===== src/rtl/axi_slave_mem.sv =====
// AXI4 slave memory model with FIXED/INCR/WRAP bursts, independent read and write engines and per-beat SLVERR.
// Define AXI_SLAVE_MEM_WSTRB_EN to honour wstrb byte lanes; otherwise every good beat writes the full word.
module axi_slave_mem #(
    parameter int ADDR_W = 32,
    parameter int DATA_W = 32,
    parameter int DEPTH  = 16,
    parameter int LEN_W  = 8
) (
    input  logic                aclk,
    input  logic                areset_n,
    input  logic [ADDR_W-1:0]   awaddr,
    input  logic [LEN_W-1:0]    awlen,
    input  logic [2:0]          awsize,
    input  logic [1:0]          awburst,
    input  logic                awvalid,
    output logic                awready,
    input  logic [DATA_W-1:0]   wdata,
    input  logic [DATA_W/8-1:0] wstrb,
    input  logic                wlast,
    input  logic                wvalid,
    output logic                wready,
    output logic [1:0]          bresp,
    output logic                bvalid,
    input  logic                bready,
    input  logic [ADDR_W-1:0]   araddr,
    input  logic [LEN_W-1:0]    arlen,
    input  logic [2:0]          arsize,
    input  logic [1:0]          arburst,
    input  logic                arvalid,
    output logic                arready,
    output logic [DATA_W-1:0]   rdata,
    output logic [1:0]          rresp,
    output logic                rlast,
    output logic                rvalid,
    input  logic                rready
);
    localparam int OFF_W = $clog2(DATA_W / 8);
    localparam int IDX_W = $clog2(DEPTH);
    localparam logic [1:0] OKAY   = 2'b00;
    localparam logic [1:0] SLVERR = 2'b10;

    // Handshake rule on every channel: a transfer happens on the rising edge where valid and ready are both 1;
    // every ready/valid driven here depends on FSM state alone, never combinationally on an input.
    typedef enum logic       {R_IDLE, R_DATA} r_state_t;
    typedef enum logic [1:0] {W_IDLE, W_DATA, W_RESP} w_state_t;

    logic [DATA_W-1:0] mem [DEPTH];

    function automatic logic [ADDR_W-1:0] beat_idx(input logic [ADDR_W-1:0] idx, input logic [LEN_W-1:0] len,
                                                   input logic [1:0] burst, input logic [LEN_W-1:0] beat);
        logic [ADDR_W-1:0] lenx;
        logic [ADDR_W-1:0] beatx;
        lenx  = ADDR_W'(len);
        beatx = ADDR_W'(beat);
        case (burst)
            2'b00:   beat_idx = idx;
            2'b10:   beat_idx = (idx & ~lenx) | ((idx + beatx) & lenx);
            default: beat_idx = idx + beatx;
        endcase
    endfunction

    function automatic logic burst_err(input logic [2:0] size, input logic [1:0] burst, input logic [LEN_W-1:0] len);
        logic wrap_ok;
        wrap_ok   = (len == LEN_W'(1)) || (len == LEN_W'(3)) || (len == LEN_W'(7)) || (len == LEN_W'(15));
        burst_err = (size != 3'(OFF_W)) || (burst == 2'b11) || ((burst == 2'b10) && !wrap_ok);
    endfunction

    // ---------------- read engine ----------------
    r_state_t          r_state, r_state_n;
    logic [ADDR_W-1:0] r_idx;
    logic [LEN_W-1:0]  r_len, r_beat;
    logic [1:0]        r_burst;
    logic              r_berr;
    logic              ld_en, ld_err, r_done;
    logic [ADDR_W-1:0] ld_idx;

    always_comb begin
        r_state_n = r_state;
        ld_en     = 1'b0;
        ld_err    = 1'b0;
        ld_idx    = '0;
        r_done    = 1'b0;
        arready   = (r_state == R_IDLE);
        rvalid    = (r_state == R_DATA);
        rlast     = (r_state == R_DATA) && (r_beat == r_len);
        case (r_state)
            R_IDLE: if (arvalid) begin
                r_state_n = R_DATA;
                ld_en     = 1'b1;
                ld_idx    = araddr >> OFF_W;
                ld_err    = burst_err(arsize, arburst, arlen);
            end
            R_DATA: if (rready) begin
                if (r_beat == r_len) begin
                    r_state_n = R_IDLE;
                    r_done    = 1'b1;
                end else begin
                    ld_en  = 1'b1;
                    ld_idx = beat_idx(r_idx, r_len, r_burst, r_beat + 1'b1);
                    ld_err = r_berr;
                end
            end
            default: r_state_n = R_IDLE;
        endcase
        ld_err = ld_err || (ld_idx >= ADDR_W'(DEPTH));
    end

    // rdata is registered when a beat is presented, so a same-edge write is seen only by later beats.
    always_ff @(posedge aclk) begin
        if (!areset_n) begin
            r_state <= R_IDLE;
            r_idx   <= '0;
            r_len   <= '0;
            r_beat  <= '0;
            r_burst <= 2'b00;
            r_berr  <= 1'b0;
            rdata   <= '0;
            rresp   <= OKAY;
        end else begin
            r_state <= r_state_n;
            if (arready && arvalid) begin
                r_idx   <= araddr >> OFF_W;
                r_len   <= arlen;
                r_burst <= arburst;
                r_berr  <= burst_err(arsize, arburst, arlen);
                r_beat  <= '0;
            end else if (rvalid && rready) begin
                r_beat <= r_beat + 1'b1;
            end
            if (ld_en) begin
                rdata <= ld_err ? '0 : mem[ld_idx[IDX_W-1:0]];
                rresp <= ld_err ? SLVERR : OKAY;
            end else if (r_done) begin
                rdata <= '0;
                rresp <= OKAY;
            end
        end
    end

    // ---------------- write engine ----------------
    w_state_t          w_state, w_state_n;
    logic [ADDR_W-1:0] w_idx, w_cur;
    logic [LEN_W-1:0]  w_len, w_beat;
    logic [1:0]        w_burst;
    logic              w_berr, w_err, w_beat_err;

    always_comb begin
        w_state_n  = w_state;
        awready    = (w_state == W_IDLE);
        wready     = (w_state == W_DATA);
        bvalid     = (w_state == W_RESP);
        bresp      = w_err ? SLVERR : OKAY;
        w_cur      = beat_idx(w_idx, w_len, w_burst, w_beat);
        w_beat_err = w_berr || (w_cur >= ADDR_W'(DEPTH)) || (wlast != (w_beat == w_len));
        case (w_state)
            W_IDLE:  if (awvalid) w_state_n = W_DATA;
            W_DATA:  if (wvalid && (w_beat == w_len)) w_state_n = W_RESP;
            W_RESP:  if (bready) w_state_n = W_IDLE;
            default: w_state_n = W_IDLE;
        endcase
    end

`ifndef AXI_SLAVE_MEM_WSTRB_EN
    logic unused_wstrb;
    assign unused_wstrb = ^wstrb;
`endif

    always_ff @(posedge aclk) begin
        if (!areset_n) begin
            w_state <= W_IDLE;
            w_idx   <= '0;
            w_len   <= '0;
            w_beat  <= '0;
            w_burst <= 2'b00;
            w_berr  <= 1'b0;
            w_err   <= 1'b0;
            for (int i = 0; i < DEPTH; i++) mem[i] <= '0;
        end else begin
            w_state <= w_state_n;
            if (awready && awvalid) begin
                w_idx   <= awaddr >> OFF_W;
                w_len   <= awlen;
                w_burst <= awburst;
                w_berr  <= burst_err(awsize, awburst, awlen);
                w_beat  <= '0;
                w_err   <= 1'b0;
            end else if (wready && wvalid) begin
                w_beat <= (w_beat == w_len) ? '0 : w_beat + 1'b1;
                w_err  <= w_err | w_beat_err;
                if (!w_beat_err) begin
`ifdef AXI_SLAVE_MEM_WSTRB_EN
                    for (int b = 0; b < DATA_W / 8; b++)
                        if (wstrb[b]) mem[w_cur[IDX_W-1:0]][b*8 +: 8] <= wdata[b*8 +: 8];
`else
                    mem[w_cur[IDX_W-1:0]] <= wdata;
`endif
                end
            end
        end
    end
endmodule

===== config.mk =====
export PLATFORM = sky130hd
export DESIGN_NAME = axi_slave_mem
export DESIGN_NICKNAME = d
export VERILOG_FILES = /design/src/rtl/axi_slave_mem.sv
export SDC_FILE = /design/constraint.sdc
export NUM_CORES = 1
export LEC_CHECK = 0
export CAP_MARGIN = 20
export CORE_MARGIN = 4
export CORE_UTILIZATION = 35
export CTS_CLUSTER_SIZE = 8
export DETAILED_ROUTE_END_ITERATION = 10
export GPL_TIMING_DRIVEN = 0
export SYNTH_ARGS = -nofsm -noshare
export SYNTH_HDL_FRONTEND = slang
export SYNTH_SLANG_ARGS = --single-unit

===== constraint.sdc =====
create_clock -name aclk -period 6.2 [get_ports aclk]
set_input_delay 0.93 -clock aclk [delete_from_list [all_inputs] [get_ports aclk]]
set_output_delay 0.93 -clock aclk [all_outputs]
set_load 0.02 [all_outputs]

==> results of run 1 <==
worst min-delay path: stages (launching register included):
cell and delay, ps:
dfxtp_1 300, inv_1 50, a21oi_1 50
cells in the mapped netlist (17+ instances only):
library cell / number
a21oi_1: 123
a22o_1: 32
and2_1: 520
buf_1: 17
buf_2: 33
clkbuf_1: 114
dfxtp_1: 135
edfxtp_1: 512
ha_1: 20
mux2i_1: 105
mux4_2: 128
nand2_1: 206
nand2b_1: 20
nand3_1: 27
nand4_1: 23
nor2_1: 55
nor3_1: 17
o21ai_0: 17
xnor2_1: 36
xor2_1: 22
where the power goes:
group | internal, mW | leakage [nW] | switching, mW
combinational | 0.430 | 5.81 | 0.590
sequential | 4.84 | 6.38 | 0.0872
clock | 2.84 | 1.30 | 1.90
total | 8.11 | 13.5 | 2.58
how the worst max path moves through the flow:
stage | slack, ps | cells past startpoint | endpoint | start
after floorplan | 1640 | 14 | mem[1][0] | w_beat[0]
after detailed placement | 560 | 15 | mem[2][15] | w_beat[0]
after global placement | -400 | 14 | mem[2][15] | w_beat[0]
after global routing | 280 | 15 | mem[2][26] | w_beat[0]
after CTS | 570 | 15 | mem[2][26] | w_beat[0]
final | 530 | 15 | mem[2][17] | w_beat[0]
stage by stage:
stage / area [sq um] / util (%) / hold WS (ps) / worst slack (ps)
after floorplan: 30800 / - / 426 / 1640
after global placement: 33900 / 38.9 / 446 / -400
after detailed placement: 34300 / 39.4 / 445 / 558
after CTS: 37000 / 42.5 / 453 / 570
after global routing: 37000 / 42.5 / 462 / 277
final: 37000 / 42.5 / 450 / 527
state kept, by name, summed over array words and instances, names as in the netlist:
signal,flops
w_err,1
rvalid,1
r_idx,30
w_len,8
r_burst,2
w_state,2
w_berr,1
w_beat,8
w_idx,30
r_beat,8
r_berr,1
mem,512
rresp,1
r_len,8
rdata,32
w_burst,2
routing by layer:
layer,up-vias,global-route usage (%),routed length [microns]
met1,10300,24.7,37300
met3,149,3.10,5380
met2,643,32.0,43400
met4,0,6.36,2680
li1,9182,-,-
met5,-,0,0
cell type report:
type / instances / area share, %
multi-input cells: 1517 / 32.1
repair buffers: 183 / 5.39
diodes: 3 / 0.0203
inverters: 15 / 0.152
flip-flops and latches: 647 / 48.8
clock inverters: 10 / 0.514
clock buffers: 152 / 6.89
well taps: 1155 / 3.90
plain buffers: 178 / 2.17
cell usage in the layout, fill, tap and decap left out, drive strengths merged, types with 29 or more instances in the layout:
master,count
edfxtp,512
nand3,29
nand2,207
clkbuf,266
mux4,128
buf,82
and2,520
nor2,55
clkdlybuf4s50,165
dfxtp,135
a22o,32
mux2i,105
xnor2,36
a21oi,124
kinds of logic (layout without fill, tap and decap cells):
| family | count (synthesis) | count (layout) | share of synthesized area, % |
|---|---|---|---|
| adder cells (fa/ha/maj) | 22 | 22 | 0.943 |
| buffers and inverters | 193 | 538 | 2.79 |
| AND/OR/NAND/NOR | 948 | 948 | 17.8 |
| AO/OA/AOI/OAI | 253 | 253 | 5.27 |
| other | 1 | 5 | 0.0122 |
| XOR/XNOR | 58 | 58 | 1.65 |
| multiplexers | 234 | 234 | 12.8 |
| flip-flops | 647 | 647 | 58.7 |
==> results_dict.tcl, run 1 <==
set metrics [dict create \
    run_status "complete, no violations" \
    synth.area.top_cells "edfxtp_1, and2_1, mux4_2" \
    min_to "w_err" \
    dp_hpwl_microns 62300 \
    clock_latency_ps 660 \
    period_share_pct 91.5 \
    vias 20200 \
    tightest_slew_ps 1130 \
    cap_violations 0 \
    final.fill_count 8025 \
    clockBufferDepth 3 \
    grt_pass1_wl_microns 132000 \
    max_slew_margin_pct 24.8 \
    post-cts-setup-buffers 0 \
    ys.flop_type "edfxtp_1" \
    cp_common_cell "buf_2" \
    die_w_microns 305 \
    netlist-cell-type-count 73 \
    synthCells 2356 \
    die-area_sq_um 92800 \
    syn_area_per_cell_sq_um 13.1 \
    yosys.area.top_type "edfxtp_1" \
    setup_tns_ps 0 \
    netlist.area_leader.share_pct 50.0 \
    ant_nets 0 \
    cpPeakStageDelay_ps 910 \
    clkSinkCount 647 \
    cts_buffers 92 \
    grt_remaining_overflow 0 \
    worstSetupPathType "flop to flop" \
    hold_buffers 0 \
    finalMaxSlewViolations 0 \
    pin_count 176 \
    grtUsageTotal_pct 18.9 \
    tritoncts "done" \
    synth_seq_area_share_pct 58.7 \
    reg2reg_depth 15 \
    drc 0 \
    io_buffers 165 \
    routed_wl_microns 88800 \
    holdCritStartpoint "w_err" \
    coreArea_sq_um 87000 \
    placedCellCount 3695 \
    finalHoldViolCount 0 \
    drive_above_1_share_pct 12.6 \
    end_kind "flop" \
    start_util_pct 35.4 \
    cp_max_fo 17 \
    regArea_sq_um 18100 \
    drt_iter0_markers 1800 \
    syn_area_sq_um 30800 \
    h-tree-depth 3 \
    clock-root-buffer "clkbuf_16" \
    start_kind "flop" \
    grt_max_degree 26 \
    cp_num_buf_inv 4 \
    r2r_start "w_beat[0]" \
    r2r-end "mem[2][17]" \
    grt_pass1_vias 21000 \
    gp_congestion 0.848 \
    die_y_microns 305 \
    yosys_warnings 0 \
    rsz0062_at_grt "false" \
    worst_hold_path.num_cells 2 \
    timing.fmax_ghz 0.176 \
    clk_pin_slew_ps 50 \
    wire_per_inst_microns 23.0 \
    cp.required_ps 6540 \
    worstHoldPathType "flop to flop" \
    synth_edf_count 512 \
    clock_skew_ps 42.0 \
    layoutNonFillerInstCount 3860 \
    syn_to_final_growth_pct 20.2 \
    rows 108 \
    cts-resized-gates 0 \
    finalSetupViolations 0 \
    ys_ff_latch 647 \
    vdd_drop_max_v 0.000200 \
    multi_input_area_sq_um 11900 \
    nets 2790 \
    antenna_found_initial 5 \
    power_per_cell_area_nw_per_um2 289 \
    first_pass_iters 6 \
    critPathTopFamily "simple AND/OR/NAND/NOR gates" \
    rrSetupSlack_ps 530 \
    arrival_ps 6020 \
    viasPerCell 5.24 \
    slowest_stage "nor4_4" \
    p_leak_nw 13.5 \
    cp_cell_sequence "ha_1, inv_1, fa_1, nor2b_1, o2111ai_1, a21oi_2, o211ai_1, nand2_1, o311ai_0, or4_1, buf_2, buf_2, nor4_4, nand2b_2, buf_12" \
    synthArstFlopShare_pct 0 \
    period_minus_slack_ps 5670 \
    total_power_mw 10.7 \
]
Power figures use the tool's default switching activity.
==> run 2, diff against run 1 <==
--- a/config.mk
+++ b/config.mk
@@ -14,3 +14,4 @@
 export SYNTH_ARGS = -nofsm -noshare
 export SYNTH_HDL_FRONTEND = slang
 export SYNTH_SLANG_ARGS = --single-unit
+export TNS_END_PERCENT = 100
==> results of run 2 <==
No change in the layout: final DEF, timing and power equal those of run 1.
